===== src/rtl/gf_synd_seq.sv =====
// Reed-Solomon syndrome sequencer over GF(2^8) (poly 0x11D): Horner evaluation of NSYN syndromes
// through one time-shared multiplier. Optional error counter enabled by `define GF_SYND_ERRCNT_EN.
module gf_synd_seq #(
  parameter int NSYN   = 4,
  parameter int CW_LEN = 15
) (
  input  logic              clk,
  input  logic              rst_n,
  input  logic              in_valid,
  output logic              in_ready,
  input  logic [7:0]        in_data,
  input  logic              in_last,
  output logic              out_valid,
  input  logic              out_ready,
  output logic [8*NSYN-1:0] out_synd,
  output logic              out_zero,
`ifdef GF_SYND_ERRCNT_EN
  output logic [15:0]       err_cnt,
`endif
  output logic              out_len_err
);

  // Handshakes: a transfer occurs on a rising edge where valid and ready are both high;
  // valid never depends combinationally on ready, and ready never on valid.
  typedef enum logic [1:0] {ACCEPT = 2'd0, UPDATE = 2'd1, DONE = 2'd2} state_t;

  state_t     state_q, state_d;
  logic [7:0] synd_q [NSYN];
  logic [7:0] synd_d [NSYN];
  logic [3:0] idx_q, idx_d;
  logic [7:0] cnt_q, cnt_d;
  logic [7:0] data_q, data_d;
  logic       last_q, last_d;
  logic [7:0] mul_a, mul_out;
  logic [15:0] ec_q, ec_d;

  function automatic logic [7:0] gf_mul_8(input logic [7:0] a, input logic [7:0] b);
    logic [7:0] p;
    logic [7:0] x;
    p = 8'h00;
    x = a;
    for (int i = 0; i < 8; i++) begin
      if (b[i]) p = p ^ x;
      x = {x[6:0], 1'b0} ^ (x[7] ? 8'h1D : 8'h00);
    end
    return p;
  endfunction

  function automatic logic [7:0] alpha_pow(input logic [3:0] j);
    case (j)
      4'd0:  return 8'h01;
      4'd1:  return 8'h02;
      4'd2:  return 8'h04;
      4'd3:  return 8'h08;
      4'd4:  return 8'h10;
      4'd5:  return 8'h20;
      4'd6:  return 8'h40;
      4'd7:  return 8'h80;
      4'd8:  return 8'h1D;
      4'd9:  return 8'h3A;
      4'd10: return 8'h74;
      4'd11: return 8'hE8;
      4'd12: return 8'hCD;
      4'd13: return 8'h87;
      4'd14: return 8'h13;
      default: return 8'h26;
    endcase
  endfunction

  // Mux the accumulator selected by idx into the single shared multiplier.
  always_comb begin
    mul_a = 8'h00;
    for (int j = 0; j < NSYN; j++) begin
      if (idx_q == 4'(j)) mul_a = synd_q[j];
    end
    mul_out = gf_mul_8(mul_a, alpha_pow(idx_q)) ^ data_q;
  end

  always_comb begin
    out_synd = '0;
    for (int j = 0; j < NSYN; j++) out_synd[8*j +: 8] = synd_q[j];
  end

  assign in_ready    = (state_q == ACCEPT);
  assign out_valid   = (state_q == DONE);
  assign out_zero    = (out_synd == '0);
  assign out_len_err = out_valid && (cnt_q != 8'(CW_LEN));

  always_comb begin
    state_d = state_q;
    synd_d  = synd_q;
    idx_d   = idx_q;
    cnt_d   = cnt_q;
    data_d  = data_q;
    last_d  = last_q;
    ec_d    = ec_q;
    case (state_q)
      ACCEPT: begin
        if (in_valid) begin
          data_d  = in_data;
          last_d  = in_last;
          cnt_d   = (cnt_q == 8'hFF) ? cnt_q : cnt_q + 8'd1;
          idx_d   = 4'd0;
          state_d = UPDATE;
        end
      end
      UPDATE: begin
        for (int j = 0; j < NSYN; j++) begin
          if (idx_q == 4'(j)) synd_d[j] = mul_out;
        end
        idx_d = idx_q + 4'd1;
        if (idx_q == 4'(NSYN - 1)) state_d = last_q ? DONE : ACCEPT;
      end
      DONE: begin
        if (out_ready) begin
          for (int j = 0; j < NSYN; j++) synd_d[j] = 8'h00;
          cnt_d   = 8'd0;
          state_d = ACCEPT;
          if ((!out_zero || out_len_err) && ec_q != 16'hFFFF) ec_d = ec_q + 16'd1;
        end
      end
      default: state_d = ACCEPT;
    endcase
  end

  always_ff @(posedge clk or negedge rst_n) begin
    if (!rst_n) begin
      state_q <= ACCEPT;
      for (int j = 0; j < NSYN; j++) synd_q[j] <= 8'h00;
      idx_q   <= 4'd0;
      cnt_q   <= 8'd0;
      data_q  <= 8'h00;
      last_q  <= 1'b0;
      ec_q    <= 16'd0;
    end else begin
      state_q <= state_d;
      synd_q  <= synd_d;
      idx_q   <= idx_d;
      cnt_q   <= cnt_d;
      data_q  <= data_d;
      last_q  <= last_d;
      ec_q    <= ec_d;
    end
  end

`ifdef GF_SYND_ERRCNT_EN
  assign err_cnt = ec_q;
`else
  logic ec_unused;
  assign ec_unused = ^ec_q;
`endif

endmodule

===== config.mk =====
export PLATFORM = sky130hd
export DESIGN_NAME = gf_synd_seq
export DESIGN_NICKNAME = d
export VERILOG_FILES = /design/src/rtl/gf_synd_seq.sv
export SDC_FILE = /design/constraint.sdc
export NUM_CORES = 1
export LEC_CHECK = 0
export ABC_CLOCK_PERIOD_IN_PS = 5900
export BUFFER_PORTS_ARGS = -buffer_cell sky130_fd_sc_hd__buf_2
export CAP_MARGIN = 20
export CORE_MARGIN = 2
export CORE_UTILIZATION = 36
export CTS_BUF_LIST = sky130_fd_sc_hd__clkbuf_4 sky130_fd_sc_hd__clkbuf_8 sky130_fd_sc_hd__clkbuf_16
export DETAILED_ROUTE_END_ITERATION = 8
export GPL_ROUTABILITY_DRIVEN = 0
export GPL_TIMING_DRIVEN = 0
export MAX_ROUTING_LAYER = met4
export SLEW_MARGIN = 30
export SYNTH_ARGS = -nofsm -noshare
export SYNTH_HDL_FRONTEND = slang
export SYNTH_SLANG_ARGS = --single-unit

===== constraint.sdc =====
create_clock -name clk -period 5.9 [get_ports clk]
set_input_delay 1.18 -clock clk [delete_from_list [all_inputs] [get_ports clk]]
set_output_delay 1.18 -clock clk [all_outputs]
set_load 0.05 [all_outputs]

==> flow_summary.yaml, run 1 <==
outcome:
  outcome: "complete, no violations"
global_route:
  grt.total_usage: 0.193
  grt_pass1_vias: 3077
  grt_pass1_wl_um: 16500
  overflow: 0
  grt_max_degree: 56
  antenna_found_initial: 0
yosys:
  syn-instance-count: 404
  synthTopCellsByArea: "dfrtp_1, xnor2_1, nand3_1"
  synth_area_um2: 3660
  synth_edf_count: 0
  yosysWarnings: 0
  yosysSeqAreaShare: 0.376
  synth_top_area_share: 0.376
  synth.avg_cell_area_um2: 9.06
  synthFlopType: "dfrtp_1"
  synth_seq_cells: 55
  ys_types: 52
  async_flop_share: 1.00
  synth_fp_nets: 427
  yosysTopAreaCell: "dfrtp_1"
finish:
  final_common_cell: "dfrtp_1"
  final_area_um2: 4160
  drive_above_1_share: 0.196
  area_growth_pct: 13.7
  nets: 482
  most-common-layout-cells: "dfrtp_1, buf_2, nor2_1"
  antenna_cells: 0
clock_tree:
  clock_latency_ps: 320
  numCtsBuffers: 5
  cts_hold_buf: 0
  post_cts_resize_count: 0
  path_clk_slew_ps: 110
  htreeDepth: 2
  clock_path_buffers: 2
  cts_root_buf: "clkbuf_8"
  tritoncts: "built"
  cts_setup_buffers: 0
  cts.sinks: 55
worst_setup_path:
  cp_cell_sequence: "inv_1, ha_1, buf_6, buf_6, nor2b_1, a21oi_1, inv_1, nand2_1, xor2_1, xnor2_1, xnor2_1, xnor2_1, o21ai_0"
  critical_path.max_fanout: 10
  timing_worst_setup_path_type: "flip-flop to flip-flop"
  worst_ep_arrival_time_ps: 3650
  endpoint_kind: "flip-flop"
  cp-start-kind: "flip-flop"
  slowest_delay_ps: 590
  worstPathRequired_ps: 6090
  cpMostUsedCell: "xnor2_1"
  worst_path_max_delay_cell: "a21oi_1"
floorplan:
  start_util: 0.373
  dieWidth_um: 105
  die_h_um: 105
  ios: 49
  fp-row-count: 36
  core_area_um2: 9820
  die_area_um2: 11000
routing:
  drtPass1Iterations: 4
  drc_errors: 0
  ant_nets: 0
  detail_route.wl_per_cell_um: 16.8
  drt_iter0_drc: 224
  via_count: 3168
  wirelength_um: 9980
  via_per_inst: 5.34
timing:
  slew_headroom: 0.401
  fmax_ghz: 0.289
  slew_viol_final: 0
  tns_ps: 0
  finalCritPeriodShare: 0.587
  worst_pin_slew_ps: 890
  setup_viol: 0
  layout_min_cycle_time_ps: 3460
  rsz0062_at_grt: "false"
  final.setup_skew_ps: 8.31
  hold_slack_ps: 533
  hold_viol_final: 0
job:
  drv_cap: 0
hold_path:
  hp-class: "flip-flop to flip-flop"
placement:
  hpwl_um: 7290
  postPlaceCellArea_um2: 4070
  io_buffers: 48
logic make-up after synthesis:
| logic type | count (synthesis) | share of synthesized area |
|---|---|---|
| multiplexers | 14 | 0.0414 |
| AND/OR/NAND/NOR | 151 | 0.191 |
| adder cells (fa/ha/maj) | 10 | 0.0342 |
| XOR/XNOR | 60 | 0.155 |
| AO/OA/AOI/OAI | 83 | 0.163 |
| buffers and inverters | 31 | 0.0397 |
| flip-flops | 55 | 0.376 |
synth_stat cells, types with 5 or more instances:
cell,number
dfrtp_1,55
clkbuf_1,10
buf_2,5
a21oi_1,11
inv_1,11
nor2_1,48
ha_1,10
o21ai_0,31
nand2_1,31
xor2_1,13
o22ai_1,5
mux2i_1,5
o21ai_1,10
mux2_2,9
nand3_1,39
nor4_1,8
xnor2_1,43
layout make-up:
type / count / area [um^2]
plain buffers: 19 / 100
flip-flops and latches: 55 / 1380
inverters: 12 / 45.0
clock buffers: 5 / 68.8
clock inverters: 3 / 23.8
multi-input cells: 318 / 2140
fillers: 1030 / 5660
repair buffers: 48 / 243
well taps: 133 / 166
path summary, 6_finish.rpt:
kind                       depth (start not counted)                  endpoint  slack [ps]                 start
min in group asynchronous                          1  out_synd[13]$_DFFE_PN0P_         900                 rst_n
setup reg to reg                                  13   out_synd[6]$_DFFE_PN0P_        2440  idx_q[1]$_DFFE_PN0P_
max in group asynchronous                          1   out_synd[4]$_DFFE_PN0P_        4570                 rst_n
setup / recovery                                  13   out_synd[6]$_DFFE_PN0P_        2440  idx_q[1]$_DFFE_PN0P_
hold reg to reg                                    2    state_q[1]$_DFFE_PN0P_         530    last_q$_DFFE_PN0P_
hold / removal                                     2    state_q[1]$_DFFE_PN0P_         530    last_q$_DFFE_PN0P_
state kept, by name (all words and copies together), names as in the netlist:
name / flops
cnt_q: 8
out_synd: 32
idx_q: 4
last_q: 1
data_q: 8
state_q: 2
routing by layer:
| layer | share of wire | GRT usage |
|---|---|---|
| met2 | 0.45 | 0.301 |
| met1 | 0.47 | 0.274 |
| met4 | 0.0075 | 0.0371 |
| met5 | 0 | - |
| met3 | 0.072 | 0.0218 |
worst max-delay path, delay by kind of cell, from the launching register on:
family	cells	cell delay, ps
fa+ha+maj	1	220
compound gates	2	750
buf+inv	4	650
xor+xnor	4	860
simple gates	2	290
flops	1	560
stage by stage:
stage,setup WS (ps),util,cells
CTS,2480,0.424,593
global route,2220,0.424,593
global placement,2620,0.414,585
detailed placement,2500,0.414,585
floorplan,3040,-,404
finish,2440,0.424,593
Power of run 1 is left out: the tool's default activity adds up to more than one toggle a clock period on the data nets, which glitch-free logic cannot reach.
==> inputs of run 2 (changes only) <==
--- a/config.mk
+++ b/config.mk
@@ -5,7 +5,7 @@
 export SDC_FILE = /design/constraint.sdc
 export NUM_CORES = 1
 export LEC_CHECK = 0
-export ABC_CLOCK_PERIOD_IN_PS = 5900
+export ABC_CLOCK_PERIOD_IN_PS = 3500
 export BUFFER_PORTS_ARGS = -buffer_cell sky130_fd_sc_hd__buf_2
 export CAP_MARGIN = 20
 export CORE_MARGIN = 2
==> constraint.sdc (replaced) <==
create_clock -name clk -period 3.5 [get_ports clk]
set_input_delay 0.7 -clock clk [delete_from_list [all_inputs] [get_ports clk]]
set_output_delay 0.7 -clock clk [all_outputs]
set_load 0.05 [all_outputs]
==> flow_summary.yaml, run 2 (synthesis results as in run 1) <==
timing:
  slew_headroom: 0.513
  rsz0062_at_grt: "false"
  finalCritPeriodShare: 0.929
  setup_viol: 0
  layout_min_cycle_time_ps: 3250
  fmax_ghz: 0.308
  tns_ps: 0
  hold_viol_final: 0
  slew_viol_final: 0
  final.setup_skew_ps: 10.8
  worst_pin_slew_ps: 731
routing:
  wirelength_um: 9980
  ant_nets: 0
  drt_iter0_drc: 251
  wl_met2_um: 4490
  via_per_inst: 5.35
  routed-wl-met3_um: 660
  wl_met1_um: 4760
  highest_layer: "met4"
  detail_route.wl_per_cell_um: 16.8
  drc_errors: 0
  drtPass1Iterations: 5
  via_count: 3171
global_route:
  grt_pass1_vias: 3077
  grt_pass1_wl_um: 16500
  overflow: 0
  antenna_found_initial: 0
  grt_max_degree: 56
  grt.total_usage: 0.193
clock_tree:
  cts_hold_buf: 0
  numCtsBuffers: 5
  path_clk_slew_ps: 110
  cts_setup_buffers: 0
  clock_latency_ps: 320
  clock_path_buffers: 2
  tritoncts: "built"
  cts.sinks: 55
  htreeDepth: 2
  cts_root_buf: "clkbuf_8"
job:
  drv_cap: 0
floorplan:
  start_util: 0.373
  die_h_um: 105
  fp-row-count: 36
  die_area_um2: 11000
  core_area_um2: 9820
  ios: 49
  dieWidth_um: 105
placement:
  io_buffers: 48
  hpwl_um: 7290
outcome:
  outcome: "complete, no violations"
finish:
  drive_above_1_share: 0.207
  largest_register_ffs: 32
  most-common-layout-cells: "dfrtp_1, buf_2, nor2_1"
  antenna_cells: 0
  area_growth_pct: 14.5
  final_common_cell: "dfrtp_1"
  nets: 482
worst_setup_path:
  cpMostUsedCell: "xnor2_1"
  slowest_delay_ps: 560
  worstPathRequired_ps: 3680
  timing_worst_setup_path_type: "flip-flop to flip-flop"
  cp_cell_sequence: "ha_1, buf_4, nor2_1, nand2_1, o2111ai_2, nor2_1, xnor2_1, xnor2_1, xnor2_1, xnor2_1, o21ai_0"
  worst_ep_arrival_time_ps: 3430
  reg2reg_setup_slack_ps: 250
  endpoint_kind: "flip-flop"
  worst_path_max_delay_cell: "dfrtp_1"
  cp-start-kind: "flip-flop"
  critical_path.max_fanout: 10
hold_path:
  hp-class: "input port to async pin"
run 2: cell types whose count changed in the layout (fill, tap and decap cells not counted):
cell,previous run,this run
o21ai_1,10,11
nor2_2,1,2
xnor2_2,0,3
o21ai_0,31,30
xnor2_1,43,40
nor2_1,48,47
a21oi_1,11,10
a21oi_2,0,1
run 2: critical path: cells and delay by family (launching register included):
kind / cells / cell delay, ps
adder cells (fa/ha/maj): 1 / 520
AND/OR/NAND/NOR: 3 / 380
AO/OA/AOI/OAI: 2 / 520
flip-flops: 1 / 560
buffers and inverters: 1 / 290
XOR/XNOR: 4 / 830
run 2: path summary, 6_finish.rpt:
| check | startpoint | end | cells past startpoint |
|---|---|---|---|
| min in group clk | last_q$_DFFE_PN0P_ | state_q[1]$_DFFE_PN0P_ | 2 |
| setup reg to reg | idx_q[1]$_DFFE_PN0P_ | out_synd[9]$_DFFE_PN0P_ | 11 |
| hold / removal | rst_n | out_synd[28]$_DFFE_PN0P_ | 1 |
| setup / recovery | idx_q[1]$_DFFE_PN0P_ | out_synd[9]$_DFFE_PN0P_ | 11 |
| max in group asynchronous | rst_n | out_synd[4]$_DFFE_PN0P_ | 1 |
| hold reg to reg | last_q$_DFFE_PN0P_ | state_q[1]$_DFFE_PN0P_ | 2 |
run 2: metrics by stage:
stage	util	cells	setup WS [ps]	cell area (um^2)	hold WS [ps]
after floorplan	-	404	817	3660	404
after global placement	0.414	585	215	4070	490
after CTS	0.424	593	79.2	4160	444
after global routing	0.427	593	38.6	4190	483
after detailed placement	0.414	585	95.3	4070	511
final	0.427	593	248	4190	421
run 2: per-layer routing:
layer | track usage | up-vias
met4 | 0.0371 | 0
met1 | 0.274 | 1507
met2 | 0.301 | 136
met5 | - | -
met3 | 0.0218 | 8
li1 | - | 1520
run 2: layout make-up:
class                   count  area [um^2]
fillers                  1028         5630
multi-input cells         318         2170
flip-flops and latches     55         1380
repair buffers             48          243
well taps                 133          166
plain buffers              19          100
clock buffers               5         68.8
inverters                  12         45.0
clock inverters             3         23.8
run 2: timing repair:
item,in CTS,in global routing
endpoints found under the setup margin,0,25
gates resized for setup,0,6
hold endpoints to repair,0,0
Power of run 2 is left out for the same reason.
